**config.mk**
```make
export PLATFORM = sky130hd
export DESIGN_NAME = int_fp_convert
export DESIGN_NICKNAME = d
export VERILOG_FILES = /design/src/rtl/int_fp_pkg.sv /design/src/rtl/int_fp_convert_lod9.sv /design/src/rtl/int_fp_convert.sv
export SDC_FILE = /design/constraint.sdc
export NUM_CORES = 1
export LEC_CHECK = 0
export CAP_MARGIN = 20
export CORE_ASPECT_RATIO = 2
export CORE_MARGIN = 3
export CORE_UTILIZATION = 59
export CTS_CLUSTER_SIZE = 30
export DETAILED_ROUTE_END_ITERATION = 7
export PLACE_DENSITY = 0.81
export SLEW_MARGIN = 20
export SYNTH_ARGS = -nofsm -noshare
export SYNTH_HDL_FRONTEND = slang
export SYNTH_SLANG_ARGS = --single-unit
```
**constraint.sdc**
```tcl
create_clock -name clk -period 3.6 [get_ports clk]
set_input_delay 0.72 -clock clk [delete_from_list [all_inputs] [get_ports clk]]
set_output_delay 0.72 -clock clk [all_outputs]
set_load 0.01 [all_outputs]
```
**src/rtl/int_fp_pkg.sv**
```systemverilog
// Shared int8/fp16 format constants, mode codes and pipeline bundles.
// Used by int_fp_convert and the int_fp_add datapath.
package int_fp_pkg;

    localparam int FP16_EXP_W = 5;
    localparam int FP16_MAN_W = 10;

    localparam logic [FP16_EXP_W-1:0] FP16_BIAS    = 5'd15;
    localparam logic [FP16_EXP_W-1:0] FP16_EXP_MAX = 5'd31;

    localparam logic [7:0] INT8_MAX = 8'h7F;
    localparam logic [7:0] INT8_MIN = 8'h80;

    localparam logic MODE_FP  = 1'b1;
    localparam logic MODE_INT = 1'b0;

    typedef enum logic [2:0] {
        CLS_ZERO,
        CLS_SHIFT,
        CLS_NAN,
        CLS_INF,
        CLS_MIN,
        CLS_SAT
    } cls_t;

    typedef struct packed {
        logic        mode;
        logic [15:0] a;
    } in_t;

    typedef struct packed {
        logic        mode;
        logic        sign;
        logic        nz;
        cls_t        cls;
        logic [10:0] sig;
        logic [3:0]  sh;
    } s1_t;

    function automatic logic [7:0] neg8(input logic [7:0] v);
        return 8'd0 - v;
    endfunction

endpackage

```
**src/rtl/int_fp_convert_lod9.sv**
```systemverilog
// Combinational 9-bit leading-one detector.
// pos is the index of the highest set bit; zero flags an all-zero input.
module lod9 (
    input  logic [8:0] v,
    output logic [3:0] pos,
    output logic       zero
);

    always_comb begin
        pos = '0;
        for (int i = 0; i < 9; i++) begin
            if (v[i]) pos = 4'(i);
        end
    end

    assign zero = ~|v;

endmodule

```
**src/rtl/int_fp_convert.sv**
```systemverilog
// Pipelined int8 <-> fp16 converter, one conversion per cycle.
// Input register, classify stage, then shift/pack into the output register.
module int_fp_convert
    import int_fp_pkg::*;
#(
    parameter logic [7:0] NAN_INT = 8'h00
) (
    input  logic        clk,
    input  logic        rst_n,
    input  logic        in_valid,
    input  logic        mode,
    input  logic [15:0] a,
    output logic        out_valid,
    output logic [15:0] c,
    output logic        sat,
    output logic        inexact
);

    logic v0;
    in_t  s0;
    logic v1;
    s1_t  s1;
    s1_t  s1_nxt;

    always_ff @(posedge clk or negedge rst_n) begin
        if (!rst_n) begin
            v0 <= 1'b0;
            s0 <= '0;
        end else begin
            v0 <= in_valid;
            if (in_valid) s0 <= '{mode: mode, a: a};
        end
    end

    logic [8:0] mag9;
    logic [3:0] lod_pos;
    logic       lod_zero;

    assign mag9 = s0.a[7] ? (9'd0 - {1'b1, s0.a[7:0]})
                          : {1'b0, s0.a[7:0]};

    lod9 u_lod (
        .v    (mag9),
        .pos  (lod_pos),
        .zero (lod_zero)
    );

    logic [4:0] fexp;
    logic [9:0] fman;
    logic [4:0] ediff;

    assign fexp  = s0.a[14:10];
    assign fman  = s0.a[9:0];
    assign ediff = fexp - FP16_BIAS;

    always_comb begin
        s1_nxt      = '0;
        s1_nxt.mode = s0.mode;
        if (s0.mode == MODE_FP) begin
            s1_nxt.sign = s0.a[7];
            s1_nxt.sig  = {2'b00, mag9};
            s1_nxt.sh   = lod_pos;
            s1_nxt.cls  = lod_zero ? CLS_ZERO : CLS_SHIFT;
        end else begin
            s1_nxt.sign = s0.a[15];
            s1_nxt.sig  = {1'b1, fman};
            s1_nxt.nz   = |s0.a[14:0];
            unique case (1'b1)
                (fexp == FP16_EXP_MAX && fman != '0):
                    s1_nxt.cls = CLS_NAN;
                (fexp == FP16_EXP_MAX && fman == '0):
                    s1_nxt.cls = CLS_INF;
                (fexp < FP16_BIAS):
                    s1_nxt.cls = CLS_ZERO;
                (fexp >= FP16_BIAS && fexp <= 5'd21): begin
                    s1_nxt.cls = CLS_SHIFT;
                    s1_nxt.sh  = ediff[3:0];
                end
                (fexp == 5'd22 && s0.a[15] && fman == '0):
                    s1_nxt.cls = CLS_MIN;
                default:
                    s1_nxt.cls = CLS_SAT;
            endcase
        end
    end

    always_ff @(posedge clk or negedge rst_n) begin
        if (!rst_n) begin
            v1 <= 1'b0;
            s1 <= '0;
        end else begin
            v1 <= v0;
            if (v0) s1 <= s1_nxt;
        end
    end

    // One right/left shift amount serves both directions: 10 - p or 10 - (e-15).
    logic [3:0]  sh_amt;
    logic [18:0] itmp;
    logic [4:0]  iexp;
    logic [10:0] fmag;
    logic [10:0] lost_mask;
    logic        lost;
    logic [7:0]  r8;
    logic [15:0] res_c;
    logic        res_sat;
    logic        res_inx;

    assign sh_amt    = 4'd10 - s1.sh;
    assign itmp      = {10'd0, s1.sig[8:0]} << sh_amt;
    assign iexp      = FP16_BIAS + {1'b0, s1.sh};
    assign fmag      = s1.sig >> sh_amt;
    assign lost_mask = ~(11'h7FF << sh_amt);
    assign lost      = |(s1.sig & lost_mask);

    always_comb begin
        res_c   = '0;
        res_sat = 1'b0;
        res_inx = 1'b0;
        r8      = '0;
        if (s1.mode == MODE_FP) begin
            if (s1.cls != CLS_ZERO) begin
                res_c = {s1.sign, iexp, itmp[9:0]};
            end
        end else begin
            unique case (s1.cls)
                CLS_NAN: begin
                    r8      = NAN_INT;
                    res_sat = 1'b1;
                end
                CLS_INF: begin
                    r8      = s1.sign ? INT8_MIN : INT8_MAX;
                    res_sat = 1'b1;
                end
                CLS_ZERO: begin
                    res_inx = s1.nz;
                end
                CLS_SHIFT: begin
                    r8      = s1.sign ? neg8(fmag[7:0]) : fmag[7:0];
                    res_inx = lost;
                end
                CLS_MIN: begin
                    r8 = INT8_MIN;
                end
                default: begin
                    r8      = s1.sign ? INT8_MIN : INT8_MAX;
                    res_sat = 1'b1;
                end
            endcase
            res_c = {{8{r8[7]}}, r8};
        end
    end

    always_ff @(posedge clk or negedge rst_n) begin
        if (!rst_n) begin
            out_valid <= 1'b0;
            c         <= '0;
            sat       <= 1'b0;
            inexact   <= 1'b0;
        end else begin
            out_valid <= v1;
            if (v1) begin
                c       <= res_c;
                sat     <= res_sat;
                inexact <= res_inx;
            end
        end
    end

endmodule

```
==> impl_metrics.tcl, run 1 <==
set metrics [dict create \
    status "finished, final reports clean" \
    grt_overflow 0 \
    p_int_mw 2.00 \
    rows 44 \
    synth-edff-count 0 \
    core_sq_um 7320 \
    cp_slowest_cell "o41ai_4" \
    async_flop_share 1.00 \
    crit_path_end_kind "flip-flop" \
    gp_congestion 0.961 \
    synth-seq-cells 59 \
    cts-buffers-inserted 9 \
    grt_pass1_wl_microns 20800 \
    hpwl_microns 9770 \
    switchingPower_mw 1.28 \
    max_freq_ghz 0.294 \
    io_pins 39 \
    comb_power_share 0.433 \
    antenna_left 0 \
    arrival_ns 3.57 \
    worstPathRequired_ns 3.77 \
    max-cap-violations 0 \
    diodes 0 \
    crit_chain "inv_2 -> ha_1 -> buf_4 -> mux2i_1 -> o22a_1 -> and3_4 -> o211ai_4 -> o41ai_4 -> nand3_1" \
    slew_violations 0 \
    p_sw_frac 0.391 \
    grt_max_degree 46 \
    wl_microns 13100 \
    rsz0062_at_grt "no" \
    start_util 0.616 \
    post-place-ws_ns 0.325 \
    portBuffers 38 \
    powerDensity_nw_per_um2 634 \
    holdBufCountCts 0 \
    nets 549 \
    first_pass_iters 7 \
    max-vdd-ir-drop_mv 0.436 \
    clkSinkCount 59 \
    area_growth_pct 14.9 \
    syn_area_sq_um 4510 \
    period_minus_slack_ns 3.40 \
    drtIter0Drc 264 \
    routed_via_density 6.70 \
    post-cts-setup-buffers 0 \
    synth_warnings 0 \
    syn_inst 493 \
    drive_above_1_share 0.169 \
    grt_usage 0.322 \
    seqPwrFrac 0.295 \
    ctsLongestPathBuffers 2 \
    grt_pass1_vias 4183 \
    crit_type "reg -> reg" \
    slowest_delay_ns 0.69 \
    hold_path.class "reg -> reg" \
    fillers 616 \
    fin_worst_skew_ns 0.00370 \
    die_area_sq_um 8800 \
    drcViolationCount 0 \
    crit_fanout 10 \
    yosysUniqueCellTypes 83 \
    setup_slack_ns 0.202 \
    dr_total_vias 4114 \
    cts_root_buf "clkbuf_16" \
    placedInstanceArea_sq_um 4870 \
    slew_headroom 0.318 \
    die_w_microns 67.8 \
    ys.flop_type "dfrtp_1" \
    clock_latency_ns 0.34 \
    finalSetupViolations 0 \
    antenna_found_initial 0 \
    fin_area_sq_um 5180 \
    setup_tns_ns 0 \
    tightestPinTransition_ns 1.02 \
    p_clk_frac 0.272 \
    die_h_microns 130 \
    synth_seq_area_share 0.327 \
    wire_per_inst_microns 21.3 \
    cts-resized-gates 0 \
    period_share 0.944 \
    tritoncts "built" \
    htree_levels 3 \
    leakagePower_nw 2.12 \
    synth.avg_cell_area_sq_um 9.15 \
    hold_viol 0 \
    utilization 0.708 \
    path_clk_slew_ns 0.06 \
    cp-start-kind "flip-flop" \
    syn_nets 525 \
    holdWs_ns 0.490 \
]
## state kept, by name (all words and copies together), names as in the netlist
register,flops
fexp,5
c,16
s0,2
sat,1
s1,21
fman,10
v0,1
out_valid,1
inexact,1
v1,1
## power groups by stage
stage	combinational [mW]	clock, mW	sequential (mW)
finish	1.42	0.894	0.969
global route	1.53	0.929	0.984
CTS	1.41	0.898	0.960
detailed placement	1.39	0	0.970
global placement	1.38	0	0.962
floorplan	1.01	0	0.910
## cells in the final DEF, fill, tap and decap left out, types with 8 or more instances in the layout
cell	n
inv_1	23
clkbuf_16	9
dfrtp_1	59
nor3_1	17
buf_4	12
a21oi_1	28
nand3_1	24
nor2_1	34
xnor2_1	9
clkdlybuf4s50_1	37
o21ai_0	34
ha_1	12
nand2b_1	12
o211ai_1	8
mux4_2	8
mux2_2	15
nand2_1	35
mux2i_1	14
## per-layer routing
layer	GRT usage	share of wire	wire, microns
met4	0.268	0.078	1020
met1	0.303	0.32	4230
met3	0.0659	0.045	592
met5	0	0	0
met2	0.567	0.55	7230
## cell type report
class / instances / area [sq um] / share of cell area
multi-input cells: 370 / 2710 / 0.523
flip-flops and latches: 59 / 1480 / 0.285
repair buffers: 50 / 465 / 0.0898
clock buffers: 10 / 239 / 0.0461
well taps: 92 / 115 / 0.0222
inverters: 27 / 103 / 0.0198
clock inverters: 6 / 72.6 / 0.0140
## per-stage QoR
step	total power [mW]	std cells
6_report	3.28	614
3_5_place_dp	2.36	598
3_3_place_gp	2.34	598
2_1_floorplan	1.92	493
5_1_grt	3.44	614
4_1_cts	3.26	614
## path summary, 6_finish.rpt
kind	from	end	slack, ns	cells past startpoint
setup / recovery	s1[0]$_DFFE_PN0P_	c[8]$_DFFE_PN0P_	0.20	9
hold / removal	sat$_DFFE_PN0P_	sat$_DFFE_PN0P_	0.49	1
setup reg to reg	s1[0]$_DFFE_PN0P_	c[8]$_DFFE_PN0P_	0.20	9
hold reg to reg	sat$_DFFE_PN0P_	sat$_DFFE_PN0P_	0.49	1
max in group asynchronous	rst_n	fman[0]$_DFFE_PN0P_	2.23	2
min in group asynchronous	rst_n	c[0]$_DFFE_PN0P_	0.56	1
## critical path, delay by kind of cell (launching register included)
family	cells	cell delay (ns)
adders and majority gates	1	0.55
muxes	1	0.32
DFF	1	0.50
buffers and inverters	2	0.43
and+or+nand+nor	2	0.41
AOI/OAI and AO/OA	3	1.01
## Yosys cell counts (all sizes together), types with 5 or more instances
master / instances / area share
dfrtp: 59 / 0.33
nor2: 36 / 0.031
o21ai: 36 / 0.040
nand2: 35 / 0.029
a21oi: 30 / 0.037
clkbuf: 26 / 0.026
inv: 26 / 0.022
nand3: 24 / 0.027
mux2: 19 / 0.049
nor3: 17 / 0.019
mux2i: 15 / 0.036
nand2b: 13 / 0.019
ha: 12 / 0.033
buf: 11 / 0.023
xnor2: 11 / 0.025
o211ai: 10 / 0.021
mux4: 8 / 0.040
a22oi: 7 / 0.015
nand4: 7 / 0.011
o221ai: 6 / 0.012
or2: 6 / 0.0083
a211oi: 5 / 0.0083
o22ai: 5 / 0.0069
o31ai: 5 / 0.0083
or3: 5 / 0.0080
xor2: 5 / 0.0097
## cell families (layout without fill, tap and decap cells)
kind of cell / count (synthesis) / in the layout / share of synthesized area
and+or+nand+nor: 164 / 164 / 0.187
adders and majority gates: 12 / 12 / 0.0333
xor gates and xnor gates: 16 / 16 / 0.0344
DFF: 59 / 59 / 0.327
muxes: 42 / 42 / 0.125
AOI/OAI and AO/OA: 136 / 136 / 0.222
buffers and inverters: 64 / 93 / 0.0718
Power figures use the tool's default switching activity.
==> inputs of run 2 (changes only) <==
Settings changed: CORE_MARGIN 3 to 2.
==> run 2 against run 1 <==
Effect of this change:
- via count down 3.3%
- first-iteration DRC count up 69%
- core utilization is 1.3 points lower
- critical path type unchanged
- largest power group unchanged
==> impl_metrics.tcl, run 2 (synthesized netlist as in run 1, its figures left out) <==
set metrics [dict create \
    hold_viol 0 \
    fillers 580 \
    largest_register_ffs 21 \
    drcViolationCount 0 \
    cts-resized-gates 0 \
    wl_microns 11600 \
    max-cap-violations 0 \
    tritoncts "built" \
    nets 545 \
    cts_root_buf "clkbuf_16" \
    io_pins 39 \
    hold_path.class "in -> async" \
    arrival_ns 3.43 \
    start_util 0.603 \
    tightestPinTransition_ns 0.839 \
    fin_worst_skew_ns 0.00560 \
    p_int_mw 2.14 \
    period_share 0.900 \
    crit_chain "inv_1 -> ha_1 -> nor2_1 -> a22oi_1 -> o2111a_2 -> nor2_2 -> inv_2 -> ha_1 -> inv_1 -> o41ai_2 -> xnor2_1 -> o2111ai_1" \
    final_common_cell "dfrtp_1" \
    clock_latency_ns 0.33 \
    crit_fanout 15 \
    worstPathRequired_ns 3.79 \
    antenna_found_initial 0 \
    cp-start-kind "flip-flop" \
    comb_power_share 0.411 \
    switchingPower_mw 1.21 \
    slew_violations 0 \
    die_h_microns 128 \
    max-vdd-ir-drop_mv 0.576 \
    period_minus_slack_ns 3.24 \
    max_freq_ghz 0.309 \
    seqPwrFrac 0.285 \
    final_cell_mix "59 x dfrtp_1, 37 x clkdlybuf4s50_1, 35 x nand2_1, 34 x nor2_1, 34 x o21ai_0" \
    powerDensity_nw_per_um2 645 \
    gp_congestion 1.08 \
    ctsLongestPathBuffers 2 \
    utilization 0.695 \
    grt_pass1_wl_microns 19300 \
    holdBufCountCts 0 \
    p_clk_frac 0.304 \
    p_sw_frac 0.361 \
    cp_top_family "compound AO/OA/AOI/OAI gates" \
    antenna_left 0 \
    slowest_delay_ns 0.67 \
    crit_type "reg -> reg" \
    wire_per_inst_microns 19.0 \
    cts-buffers-inserted 9 \
    rows 45 \
    path_buf_inv 3 \
    area_growth_pct 15.3 \
    rsz0062_at_grt "no" \
    portBuffers 38 \
    hpwl_microns 8290 \
    setup_tns_ns 0 \
    grt_max_degree 36 \
    first_pass_iters 5 \
    grt_pass1_vias 3815 \
    grt_overflow 0 \
    slew_headroom 0.439 \
    leakagePower_nw 2.12 \
    regMostFlops "s1" \
    die_w_microns 65.8 \
    path_clk_slew_ns 0.05 \
    crit_path_end_kind "flip-flop" \
    drive_above_1_share 0.162 \
    drtIter0Drc 445 \
    htree_levels 3 \
    finalSetupViolations 0 \
    clkSinkCount 59 \
    diodes 0 \
    dr_total_vias 3980 \
    status "finished, final reports clean" \
    die_area_sq_um 8410 \
    post-cts-setup-buffers 0 \
    core_sq_um 7490 \
    grt_usage 0.297 \
    cp_slowest_cell "ha_1" \
    routed_via_density 6.50 \
]
==> run 2: changes by cell type in the layout (fill, tap and decap cells not counted), sizes merged <==
cell / previous run / this run
clkinv: 4 / 2
buf: 13 / 9
inv: 28 / 27
bufinv: 1 / 3
clkbuf: 10 / 11
==> run 2: power by group through the flow <==
stage | logic [mW] | registers [mW] | clock network [mW]
3_3_place_gp | 1.34 | 0.957 | 0
6_report | 1.38 | 0.956 | 1.02
5_1_grt | 1.49 | 0.973 | 1.06
4_1_cts | 1.37 | 0.951 | 1.03
3_5_place_dp | 1.34 | 0.960 | 0
2_1_floorplan | 1.01 | 0.910 | 0
==> run 2: area by class of cell <==
class | count | area, sq um | share of cell area
repair buffers | 46 | 435 | 0.0837
well taps | 94 | 118 | 0.0226
multi-input cells | 370 | 2710 | 0.521
inverters | 27 | 103 | 0.0197
flip-flops and latches | 59 | 1480 | 0.284
clock buffers | 11 | 253 | 0.0486
clock inverters | 5 | 108 | 0.0207
==> run 2: path summary, 6_finish.rpt <==
path                                         from                  end  slack (ns)  cells past startpoint
worst max-delay path            s1[1]$_DFFE_PN0P_     c[4]$_DFFE_PN0P_        0.36                     12
worst min-delay path                        rst_n  fman[3]$_DFFE_PN0P_        0.46                      1
worst max register to register  s1[1]$_DFFE_PN0P_     c[4]$_DFFE_PN0P_        0.36                     12
worst min register to register    sat$_DFFE_PN0P_      sat$_DFFE_PN0P_        0.49                      1
max in group asynchronous                   rst_n     c[1]$_DFFE_PN0P_        2.32                      2
min in group clk                  sat$_DFFE_PN0P_      sat$_DFFE_PN0P_        0.49                      1
==> run 2: layer usage <==
metal  vias up  part of all wire  global-route usage
met5         -                 0                   0
met4         0             0.031               0.126
met3        34             0.062              0.0404
met2       181              0.51               0.478
met1      1921              0.40               0.396
li1       1844                 -                   -
==> run 2: through the flow <==
stage | cell area [sq um] | hold WS, ns | std cells | setup WS, ns | total power, mW
final | 5200 | 0.458 | 612 | 0.362 | 3.36
after CTS | 5200 | 0.480 | 612 | 0.384 | 3.35
after global routing | 5200 | 0.530 | 612 | 0.201 | 3.52
after global placement | 4840 | 0.482 | 596 | 0.567 | 2.30
after floorplan | 4510 | 0.352 | 493 | 0.805 | 1.92
after detailed placement | 4840 | 0.483 | 596 | 0.453 | 2.30
==> inputs of run 3 (changes only) <==
Settings changed: CORE_UTILIZATION 59 to 51, CTS_CLUSTER_DIAMETER set to 150, PLACE_DENSITY 0.81 to 0.72.
==> run 3 against run 2 <==
Effect of this change:
- design area shrank 0.82%
- first-iteration DRC count shrank 38%
- critical path depth shrank 3
- total power shrank 5.4%
- clock power shrank 21%
- sequential share of layout area grew 0.23 points
- register-to-register slack lost 0.07 ns
- cell count grew 1.6%
- clock skew grew 0.0039 ns
- count of clock-buffer cells in the layout is the same
- combinational power is essentially flat
- critical endpoint is now c[14]$_DFFE_PN0P_
- largest cell class unchanged
- largest power group unchanged
==> impl_metrics.tcl, run 3 (synthesized netlist as in run 1, its figures left out) <==
set metrics [dict create \
    rows 48 \
    status "finished, final reports clean" \
    hold_path.class "reg -> reg" \
    crit_fanout 11 \
    post-place-ws_ns 0.337 \
    final_cell_mix "59 x dfrtp_1, 37 x clkdlybuf4s50_1, 35 x nand2_1, 34 x nor2_1, 34 x o21ai_0" \
    first_pass_iters 5 \
    p_int_mw 1.92 \
    grt_pass1_wl_microns 20100 \
    antenna_left 0 \
    dr_total_vias 3990 \
    gp_congestion 0.943 \
    grt_overflow 0 \
    holdWs_ns 0.485 \
    cts-resized-gates 0 \
    cp_top_family "compound AO/OA/AOI/OAI gates" \
    tritoncts "built" \
    finalSetupViolations 0 \
    tightestPinTransition_ns 0.946 \
    drcViolationCount 0 \
    comb_power_share 0.444 \
    io_pins 39 \
    drtIter0Drc 274 \
    clock_latency_ns 0.34 \
    fin_worst_skew_ns 0.00948 \
    leakagePower_nw 2.10 \
    max-vdd-ir-drop_mv 0.356 \
    arrival_ns 3.48 \
    holdBufCountCts 0 \
    grt_pass1_vias 3942 \
    slew_headroom 0.369 \
    path_buf_inv 2 \
    start_util 0.525 \
    p_clk_frac 0.255 \
    cp-start-kind "flip-flop" \
    cp_slowest_cell "ha_1" \
    nets 549 \
    powerDensity_nw_per_um2 615 \
    worstPathRequired_ns 3.77 \
    max-cap-violations 0 \
    path_common_cell "mux2i_1" \
    largest_register_ffs 21 \
    crit_chain "inv_1 -> ha_1 -> buf_4 -> mux2i_1 -> mux2i_1 -> o311a_1 -> nand2b_1 -> o41ai_4 -> nand3_1" \
    die_h_microns 137 \
    seqPwrFrac 0.301 \
    slew_violations 0 \
    fillers 779 \
    core_sq_um 8590 \
    regMostFlops "s1" \
    max_freq_ghz 0.302 \
    drive_above_1_share 0.167 \
    htree_levels 3 \
    post-cts-setup-buffers 0 \
    path_clk_slew_ns 0.06 \
    diodes 0 \
    wire_per_inst_microns 20.0 \
    portBuffers 38 \
    cts_root_buf "clkbuf_16" \
    area_growth_pct 14.4 \
    slowest_delay_ns 0.60 \
    die_area_sq_um 9660 \
    die_w_microns 70.5 \
    wl_microns 12500 \
    setup_slack_ns 0.294 \
    hpwl_microns 9600 \
    switchingPower_mw 1.25 \
    ctsLongestPathBuffers 2 \
    crit_path_end_kind "flip-flop" \
    routed_via_density 6.41 \
    cts-buffers-inserted 9 \
    final_common_cell "dfrtp_1" \
    p_sw_frac 0.395 \
    period_minus_slack_ns 3.31 \
    period_share 0.918 \
    antenna_found_initial 0 \
    rsz0062_at_grt "no" \
    crit_type "reg -> reg" \
    clkSinkCount 59 \
    hold_viol 0 \
    grt_max_degree 44 \
    grt_usage 0.273 \
    setup_tns_ns 0 \
]
## run 3: area by class of cell
cell class              instances  area (sq um)  share of cell area
flip-flops and latches         59          1480               0.286
clock inverters                 5          37.5             0.00727
inverters                      27           103              0.0199
repair buffers                 50           465              0.0902
multi-input cells             370          2710               0.525
clock buffers                  11           243              0.0470
well taps                     100           125              0.0242
## run 3: final timing paths
kind / start / to / slack [ns] / depth (start not counted)
max: s1[1]$_DFFE_PN0P_ / c[14]$_DFFE_PN0P_ / 0.29 / 9
min: sat$_DFFE_PN0P_ / sat$_DFFE_PN0P_ / 0.49 / 1
max reg2reg: s1[1]$_DFFE_PN0P_ / c[14]$_DFFE_PN0P_ / 0.29 / 9
min reg2reg: sat$_DFFE_PN0P_ / sat$_DFFE_PN0P_ / 0.49 / 1
max in group asynchronous: rst_n / c[5]$_DFFE_PN0P_ / 2.37 / 2
min in group asynchronous: rst_n / c[10]$_DFFE_PN0P_ / 0.53 / 1
## run 3: layer usage
metal / global-route usage / up-vias / part of all wire
li1: - / 1855 / -
met1: 0.254 / 1922 / 0.33
met2: 0.513 / 153 / 0.56
met3: 0.0317 / 60 / 0.034
met4: 0.226 / 0 / 0.079
met5: 0 / - / 0
## run 3: worst reg2reg max path, cell delays in order, from the launching register on
cell and delay (ns):
dfrtp_1 0.51, inv_1 0.09, ha_1 0.60, buf_4 0.29, mux2i_1 0.25, mux2i_1 0.10
o311a_1 0.35, nand2b_1 0.19, o41ai_4 0.59, nand3_1 0.17
## run 3: power by group through the flow
stage / registers [mW] / logic, mW / clock network (mW)
floorplan: 0.910 / 1.01 / 0
global placement: 0.956 / 1.39 / 0
CTS: 0.954 / 1.40 / 0.818
finish: 0.957 / 1.41 / 0.809
global route: 0.973 / 1.52 / 0.851
detailed placement: 0.965 / 1.40 / 0
## run 3: stage by stage
stage	cell area, sq um	util	total power, mW	instances
detailed placement	4880	0.568	2.36	606
finish	5160	0.601	3.17	622
CTS	5160	0.601	3.18	622
floorplan	4510	-	1.92	493
global route	5160	0.601	3.35	622
global placement	4880	0.568	2.34	606
